## src/rtl/game_pkg.sv

```systemverilog
// Shared game definitions: state/todo/button codes, button regions in the
// 320x240 hit-test space, and small state helpers used by control and render.
package game_pkg;

  typedef enum logic [3:0] {
    ST_TITLE    = 4'd0,
    ST_STAFF    = 4'd1,
    ST_STAGE1   = 4'd2,
    ST_SUCCESS1 = 4'd3,
    ST_STAGE2   = 4'd4,
    ST_SUCCESS2 = 4'd5,
    ST_STAGE3   = 4'd6,
    ST_SUCCESS3 = 4'd7,
    ST_FAIL     = 4'd8
  } state_t;

  typedef enum logic [1:0] {
    TODO_NONE      = 2'd0,
    TODO_FIND_KEY  = 2'd1,
    TODO_FIND_DOOR = 2'd3
  } todo_t;

  typedef enum logic [2:0] {
    BTN_NONE,
    BTN_STAGE1,
    BTN_STAGE2,
    BTN_STAGE3,
    BTN_NEXT,
    BTN_BACK,
    BTN_RETRY,
    BTN_ANY
  } btn_t;

  // Every button shares one column; rows are given by their top edge.
  localparam logic [8:0] BTN_X_LO     = 9'd120;
  localparam logic [8:0] BTN_X_HI     = 9'd200;
  localparam logic [8:0] BTN_H        = 9'd20;
  localparam logic [8:0] TITLE_S1_Y   = 9'd120;
  localparam logic [8:0] TITLE_S2_Y   = 9'd160;
  localparam logic [8:0] TITLE_S3_Y   = 9'd200;
  localparam logic [8:0] MENU_UPPER_Y = 9'd140;
  localparam logic [8:0] MENU_LOWER_Y = 9'd180;

  function automatic logic is_stage(input state_t s);
    return (s == ST_STAGE1) || (s == ST_STAGE2) || (s == ST_STAGE3);
  endfunction

  function automatic state_t success_of(input state_t s);
    case (s)
      ST_STAGE1: return ST_SUCCESS1;
      ST_STAGE2: return ST_SUCCESS2;
      ST_STAGE3: return ST_SUCCESS3;
      default:   return ST_TITLE;
    endcase
  endfunction

  function automatic state_t next_of(input state_t s);
    case (s)
      ST_SUCCESS1: return ST_STAGE2;
      ST_SUCCESS2: return ST_STAGE3;
      ST_SUCCESS3: return ST_STAFF;
      default:     return ST_TITLE;
    endcase
  endfunction

endpackage

```

## src/rtl/ui_hit_test.sv

```systemverilog
// Combinational button hit test: maps the half-resolution cursor position to
// the button code valid for the current screen.
module ui_hit_test
  import game_pkg::*;
(
  input  state_t     state,
  input  logic [8:0] hx,
  input  logic [8:0] hy,
  input  logic [3:0] play_valid,
  output btn_t       btn
);

  logic       in_col;
  btn_t       stage_btn;
  logic [1:0] stage_idx;

  function automatic logic in_row(input logic [8:0] y, input logic [8:0] top);
    return (y >= top) && (y < top + BTN_H);
  endfunction

  // Title buttons are filtered through the unlock mask; index 0 is never set.
  always_comb begin
    in_col    = (hx >= BTN_X_LO) && (hx < BTN_X_HI);
    stage_btn = BTN_NONE;
    stage_idx = 2'd0;
    btn       = BTN_NONE;

    if (in_row(hy, TITLE_S1_Y)) begin
      stage_btn = BTN_STAGE1;
      stage_idx = 2'd1;
    end else if (in_row(hy, TITLE_S2_Y)) begin
      stage_btn = BTN_STAGE2;
      stage_idx = 2'd2;
    end else if (in_row(hy, TITLE_S3_Y)) begin
      stage_btn = BTN_STAGE3;
      stage_idx = 2'd3;
    end

    case (state)
      ST_TITLE: begin
        if (in_col && play_valid[stage_idx]) btn = stage_btn;
      end
      ST_SUCCESS1, ST_SUCCESS2: begin
        if (in_col && in_row(hy, MENU_UPPER_Y))      btn = BTN_NEXT;
        else if (in_col && in_row(hy, MENU_LOWER_Y)) btn = BTN_BACK;
      end
      ST_SUCCESS3: begin
        if (in_col && in_row(hy, MENU_UPPER_Y)) btn = BTN_NEXT;
      end
      ST_FAIL: begin
        if (in_col && in_row(hy, MENU_UPPER_Y))      btn = BTN_RETRY;
        else if (in_col && in_row(hy, MENU_LOWER_Y)) btn = BTN_BACK;
      end
      ST_STAFF: btn = BTN_ANY;
      default:  btn = BTN_NONE;
    endcase
  end

endmodule

```

## src/rtl/game_flow_ctrl.sv

```systemverilog
// Game-flow controller: screen sequencing, in-stage key/door/damage tracking
// and the stage-unlock mask. GAME_UNLOCK_ALL_EN makes every stage selectable.
module game_flow_ctrl
  import game_pkg::*;
#(
  parameter int INVULN_CYCLES = 50_000_000
) (
  input  logic       clk,
  input  logic       rst,
  input  logic [9:0] mouse_x,
  input  logic [9:0] mouse_y,
  input  logic       click,
  input  logic       key_pick,
  input  logic       door_enter,
  input  logic       damage,
  output logic [3:0] state,
  output logic [1:0] todo,
  output logic [1:0] key_find,
  output logic [1:0] heart,
  output logic [3:0] play_valid
);

  localparam int CNT_W = (INVULN_CYCLES > 1) ? $clog2(INVULN_CYCLES) : 1;
  localparam logic [CNT_W-1:0] CNT_LOAD = CNT_W'(INVULN_CYCLES - 1);

`ifdef GAME_UNLOCK_ALL_EN
  localparam logic [3:0] PV_RESET = 4'b1110;
`else
  localparam logic [3:0] PV_RESET = 4'b0010;
`endif

  state_t           state_q, state_d, last_q, last_d;
  todo_t            todo_q, todo_d;
  logic [1:0]       key_q, key_d, heart_q, heart_d;
  logic [3:0]       pv_q, pv_d;
  logic [CNT_W-1:0] cnt_q, cnt_d;
  logic [8:0]       hx, hy;
  btn_t             btn;

  assign hx = 9'(mouse_x >> 1);
  assign hy = 9'(mouse_y >> 1);

  ui_hit_test u_hit (
    .state      (state_q),
    .hx         (hx),
    .hy         (hy),
    .play_valid (pv_q),
    .btn        (btn)
  );

  always_ff @(posedge clk) begin
    if (rst) begin
      state_q <= ST_TITLE;
      last_q  <= ST_STAGE1;
      todo_q  <= TODO_NONE;
      key_q   <= 2'd0;
      heart_q <= 2'd3;
      pv_q    <= PV_RESET;
      cnt_q   <= '0;
    end else begin
      state_q <= state_d;
      last_q  <= last_d;
      todo_q  <= todo_d;
      key_q   <= key_d;
      heart_q <= heart_d;
      pv_q    <= pv_d;
      cnt_q   <= cnt_d;
    end
  end

  // Door completion takes priority over damage so a simultaneous hit cannot
  // cost a life on the winning frame; todo is judged on its pre-update value.
  always_comb begin
    state_d = state_q;
    last_d  = last_q;
    todo_d  = todo_q;
    key_d   = key_q;
    heart_d = heart_q;
    pv_d    = pv_q;
    cnt_d   = (cnt_q == '0) ? '0 : cnt_q - CNT_W'(1);

    if (is_stage(state_q)) begin
      if (key_pick && key_q != 2'd3) begin
        key_d = key_q + 2'd1;
        if (key_q == 2'd2) todo_d = TODO_FIND_DOOR;
      end
      if (door_enter && todo_q == TODO_FIND_DOOR) begin
        state_d = success_of(state_q);
      end else if (damage && cnt_q == '0) begin
        heart_d = heart_q - 2'd1;
        cnt_d   = CNT_LOAD;
        if (heart_q == 2'd1) state_d = ST_FAIL;
      end
    end else if (click) begin
      case (btn)
        BTN_STAGE1: state_d = ST_STAGE1;
        BTN_STAGE2: state_d = ST_STAGE2;
        BTN_STAGE3: state_d = ST_STAGE3;
        BTN_NEXT:   state_d = next_of(state_q);
        BTN_BACK:   state_d = ST_TITLE;
        BTN_RETRY:  state_d = last_q;
        BTN_ANY:    state_d = ST_TITLE;
        default:    state_d = state_q;
      endcase
    end

    if (is_stage(state_d) && !is_stage(state_q)) begin
      key_d   = 2'd0;
      heart_d = 2'd3;
      todo_d  = TODO_FIND_KEY;
      cnt_d   = '0;
      last_d  = state_d;
    end
    if (!is_stage(state_d)) todo_d = TODO_NONE;
    if (state_d == ST_SUCCESS1) pv_d[2] = 1'b1;
    if (state_d == ST_SUCCESS2) pv_d[3] = 1'b1;
  end

  assign state      = state_q;
  assign todo       = todo_q;
  assign key_find   = key_q;
  assign heart      = heart_q;
  assign play_valid = pv_q;

endmodule

```

## config.mk

```make
export PLATFORM = sky130hd
export DESIGN_NAME = game_flow_ctrl
export DESIGN_NICKNAME = d
export VERILOG_FILES = /design/src/rtl/game_pkg.sv /design/src/rtl/ui_hit_test.sv /design/src/rtl/game_flow_ctrl.sv
export SDC_FILE = /design/constraint.sdc
export NUM_CORES = 1
export LEC_CHECK = 0
export CAP_MARGIN = 10
export CORE_MARGIN = 5
export CORE_UTILIZATION = 40
export CTS_CLUSTER_DIAMETER = 60
export DETAILED_ROUTE_END_ITERATION = 10
export SETUP_SLACK_MARGIN = 0.2
export SLEW_MARGIN = 30
export SYNTH_ARGS = -nofsm -noshare
export SYNTH_HDL_FRONTEND = slang
export SYNTH_SLANG_ARGS = --single-unit
```

## constraint.sdc

```tcl
create_clock -name clk -period 4.2 [get_ports clk]
set_clock_uncertainty 0.2 [all_clocks]
set_input_delay 0.84 -clock clk [delete_from_list [all_inputs] [get_ports clk]]
set_output_delay 0.84 -clock clk [all_outputs]
set_load 0.02 [all_outputs]
```

==> impl_metrics.env <==
export IMPL_route_vias_total=2285
export IMPL_clock_power_share=0.210
export IMPL_timing_hold_worst_class="reg -> reg"
export IMPL_flow_area_growth_from_synthesis_pct=21.9
export IMPL_mostFrequentLayoutCell="dfxtp_1"
export IMPL_total_leakage_power_uw=0.00120
export IMPL_netlist_area_um2=2520
export IMPL_multi_input_gate_area_in_the_final_layout_um2=1570
export IMPL_grt_start_max_net_pins=40
export IMPL_dieHeight_um=89.4
export IMPL_place_congestion=0.804
export IMPL_dp_hpwl_um=4250
export IMPL_total_switching_power_uw=710
export IMPL_synth_edff_count=0
export IMPL_drt_antenna_violating_nets=0
export IMPL_synth_cells=301
export IMPL_floorplan_die_area_um2=7990
export IMPL_placementRows=29
export IMPL_max_slew_margin_rel=0.634
export IMPL_setup_violations=0
export IMPL_clk_transition_reported_paths_ps=80
export IMPL_syn_mean_instance_area_um2=8.37
export IMPL_irDropWorstVdd_mv=0.378
export IMPL_drt_initial_drc_count=57
export IMPL_totalWireLength_um=5920
export IMPL_path_class="in -> reg"
export IMPL_synth_seq_cells=42
export IMPL_grt_first_pass_wirelength_um=10100
export IMPL_postSynthNetCount=331
export IMPL_clock_tree_buffer_depth=2
export IMPL_comb_power_share=0.476
export IMPL_timing_hold_ws_ps=294
export IMPL_worst_hold_path_num_cells=1
export IMPL_timing_critical_path_to_type="register"
export IMPL_vias_per_cell=5.55
export IMPL_p_int_uw=1170
export IMPL_worst_endpoint_arrival_ps=3790
export IMPL_netSwitchingFraction=0.378
export IMPL_grt_overflow_total=0
export IMPL_yosysSeqAreaShare=0.334
export IMPL_fp_coreArea_um2=6240
export IMPL_max_freq_ghz=0.263
export IMPL_root_buffer="clkbuf_8"
export IMPL_layout_cells_most_common_list="dfxtp_1 (42), nor3_1 (38), clkdlybuf4s50_1 (30)"
export IMPL_setup_tns_final_ps=0
export IMPL_post_cts_setup_inserts=0
export IMPL_synthArstFlopShare=0
export IMPL_max_slew_worst_pin_slew_ps=545
export IMPL_detail_route_first_pass_iterations=4
export IMPL_unrepaired_setup_endpoints_after_global_routing="no"
export IMPL_min_period_over_period=0.904
export IMPL_seqPwrFrac=0.315
export IMPL_cts_resized=0
export IMPL_timing_critical_path_fanout_max=6
export IMPL_synthesis_yosys_warnings=0
export IMPL_required_time_worst_endpoint_ps=4190
export IMPL_fillCellCount=621
export IMPL_grt_use_total=0.160
export IMPL_cts_tree="built"
export IMPL_num_io_pins=40
export IMPL_insertion_delay_ps=300
export IMPL_period_needed_ps=3800
export IMPL_number_of_buffers_created_by_cts=5
export IMPL_areal_power_density_over_the_cells_nw_per_um2=611
export IMPL_drv_cap=0
export IMPL_initial_core_util=0.404
export IMPL_register_cell_area_after_layout_um2=841
export IMPL_crit_path_start_kind="input pin"
export IMPL_grt_antenna_before_repair=0
export IMPL_synth_cell_types=64
export IMPL_detail_route_wl_per_cell_um=14.4
export IMPL_cts_htree_levels=2
export IMPL_final_max_slew_violation_count=0
export IMPL_share_of_cells_above_drive_strength_1=0.107
export IMPL_diodes=0
export IMPL_timing_reg2reg_worst_path_depth=8
export IMPL_clock_sinks=42
export IMPL_die_w_um=89.4
export IMPL_outcome="finished, final reports clean"
export IMPL_buffer_ports_inserted=30
export IMPL_grt_pass1_vias=2205
export IMPL_hold_violations=0
export IMPL_fin_nets=364
export IMPL_synthFlopType="dfxtp_1"
export IMPL_total_of_hold_buffers_inserted_after_clock_tree_synthesis=0
export IMPL_remaining_drc_errors=0
==> Yosys cell counts (2+ instances only) <==
cell type,count,area share
inv_1,7,0.010
nor2_1,23,0.034
nor4bb_1,2,0.0079
nor3_1,38,0.075
nor4b_2,2,0.012
nor2b_1,3,0.0074
o21ai_0,8,0.016
o41ai_1,2,0.0070
or4_1,2,0.0060
and3_1,5,0.012
ha_1,4,0.020
nand2b_1,6,0.015
and2_1,2,0.0050
or3_1,8,0.020
nand4_1,4,0.0099
a21oi_1,24,0.048
clkbuf_1,8,0.012
xnor2_1,8,0.028
nand2_1,14,0.021
conb_1,2,0.0030
dfxtp_1,42,0.33
nand3_1,7,0.014
xor2_1,13,0.045
nor4_1,8,0.020
buf_2,2,0.0040
or2_2,2,0.0050
nor3_2,2,0.0079
nor3b_1,3,0.0089
a211o_1,4,0.014
buf_4,4,0.012
o2bb2ai_1,2,0.0070
a21boi_0,2,0.0060
a211oi_1,5,0.015
o211ai_1,2,0.0060
nand3b_1,2,0.0060
==> sequential cells by signal, summed over array words and instances, names as in the netlist <==
signal      cells
heart           2
play_valid      2
state           4
todo            2
last_q          4
key_find        2
cnt_q          26
==> power by group through the flow <==
stage | registers [uW] | logic [uW] | clock network, uW
global placement | 597 | 887 | 0
global route | 607 | 1020 | 425
detailed placement | 599 | 899 | 0
CTS | 591 | 905 | 404
floorplan | 583 | 710 | 0
finish | 591 | 893 | 394
==> through the flow <==
stage,setup slack [ps],instances,total power (uW),instance area [um2],utilization
floorplan,803,301,1290,2520,-
global placement,95.6,404,1480,2930,0.470
detailed placement,115,404,1500,2930,0.470
CTS,416,412,1900,3070,0.492
global route,243,412,2050,3070,0.492
finish,402,412,1880,3070,0.492
==> layout make-up <==
class                           count  area share
Sequential cell                    42       0.274
Clock inverter                      2      0.0195
Clock buffer                        6      0.0269
Inverter                            7     0.00855
Tap cell                           77      0.0314
Timing Repair Buffer               41       0.129
Multi-Input combinational cell    237       0.511
==> path summary, 6_finish.rpt <==
check,start,endpoint,slack [ps]
worst max-delay path,mouse_y[4],last_q[1],400
worst min-delay path,last_q[3],last_q[3],290
worst max register to register,state[3],last_q[1],860
worst min register to register,last_q[3],last_q[3],290
==> critical path, cell delays in order <==
cell and delay, ps:
clkdlybuf4s50_1 560, a21oi_2 90, or4_4 520, o41ai_2 340
a211oi_1 130, a21bo_2 300, a211o_1 370, a211o_1 290
a221o_1 350
==> cell families (layout without fill, tap and decap cells) <==
family / count (synthesis) / count (layout) / share of synthesized area
other: 2 / 2 / 0.00298
multiplexers: 3 / 3 / 0.0129
AND/OR/NAND/NOR: 142 / 142 / 0.328
AO/OA/AOI/OAI: 65 / 65 / 0.187
buffers and inverters: 22 / 56 / 0.0427
XOR/XNOR: 21 / 21 / 0.0730
flip-flops: 42 / 42 / 0.334
adder cells (fa/ha/maj): 4 / 4 / 0.0199
==> metal layers <==
metal | vias to the layer above | GRT usage | routed length [um]
met5 | - | 0 | 0
li1 | 1183 | - | -
met4 | 0 | 0.0622 | 100
met2 | 38 | 0.270 | 2770
met1 | 1057 | 0.201 | 2810
met3 | 7 | 0.0304 | 240
No activity file was read; power rests on OpenSTA's default activity.
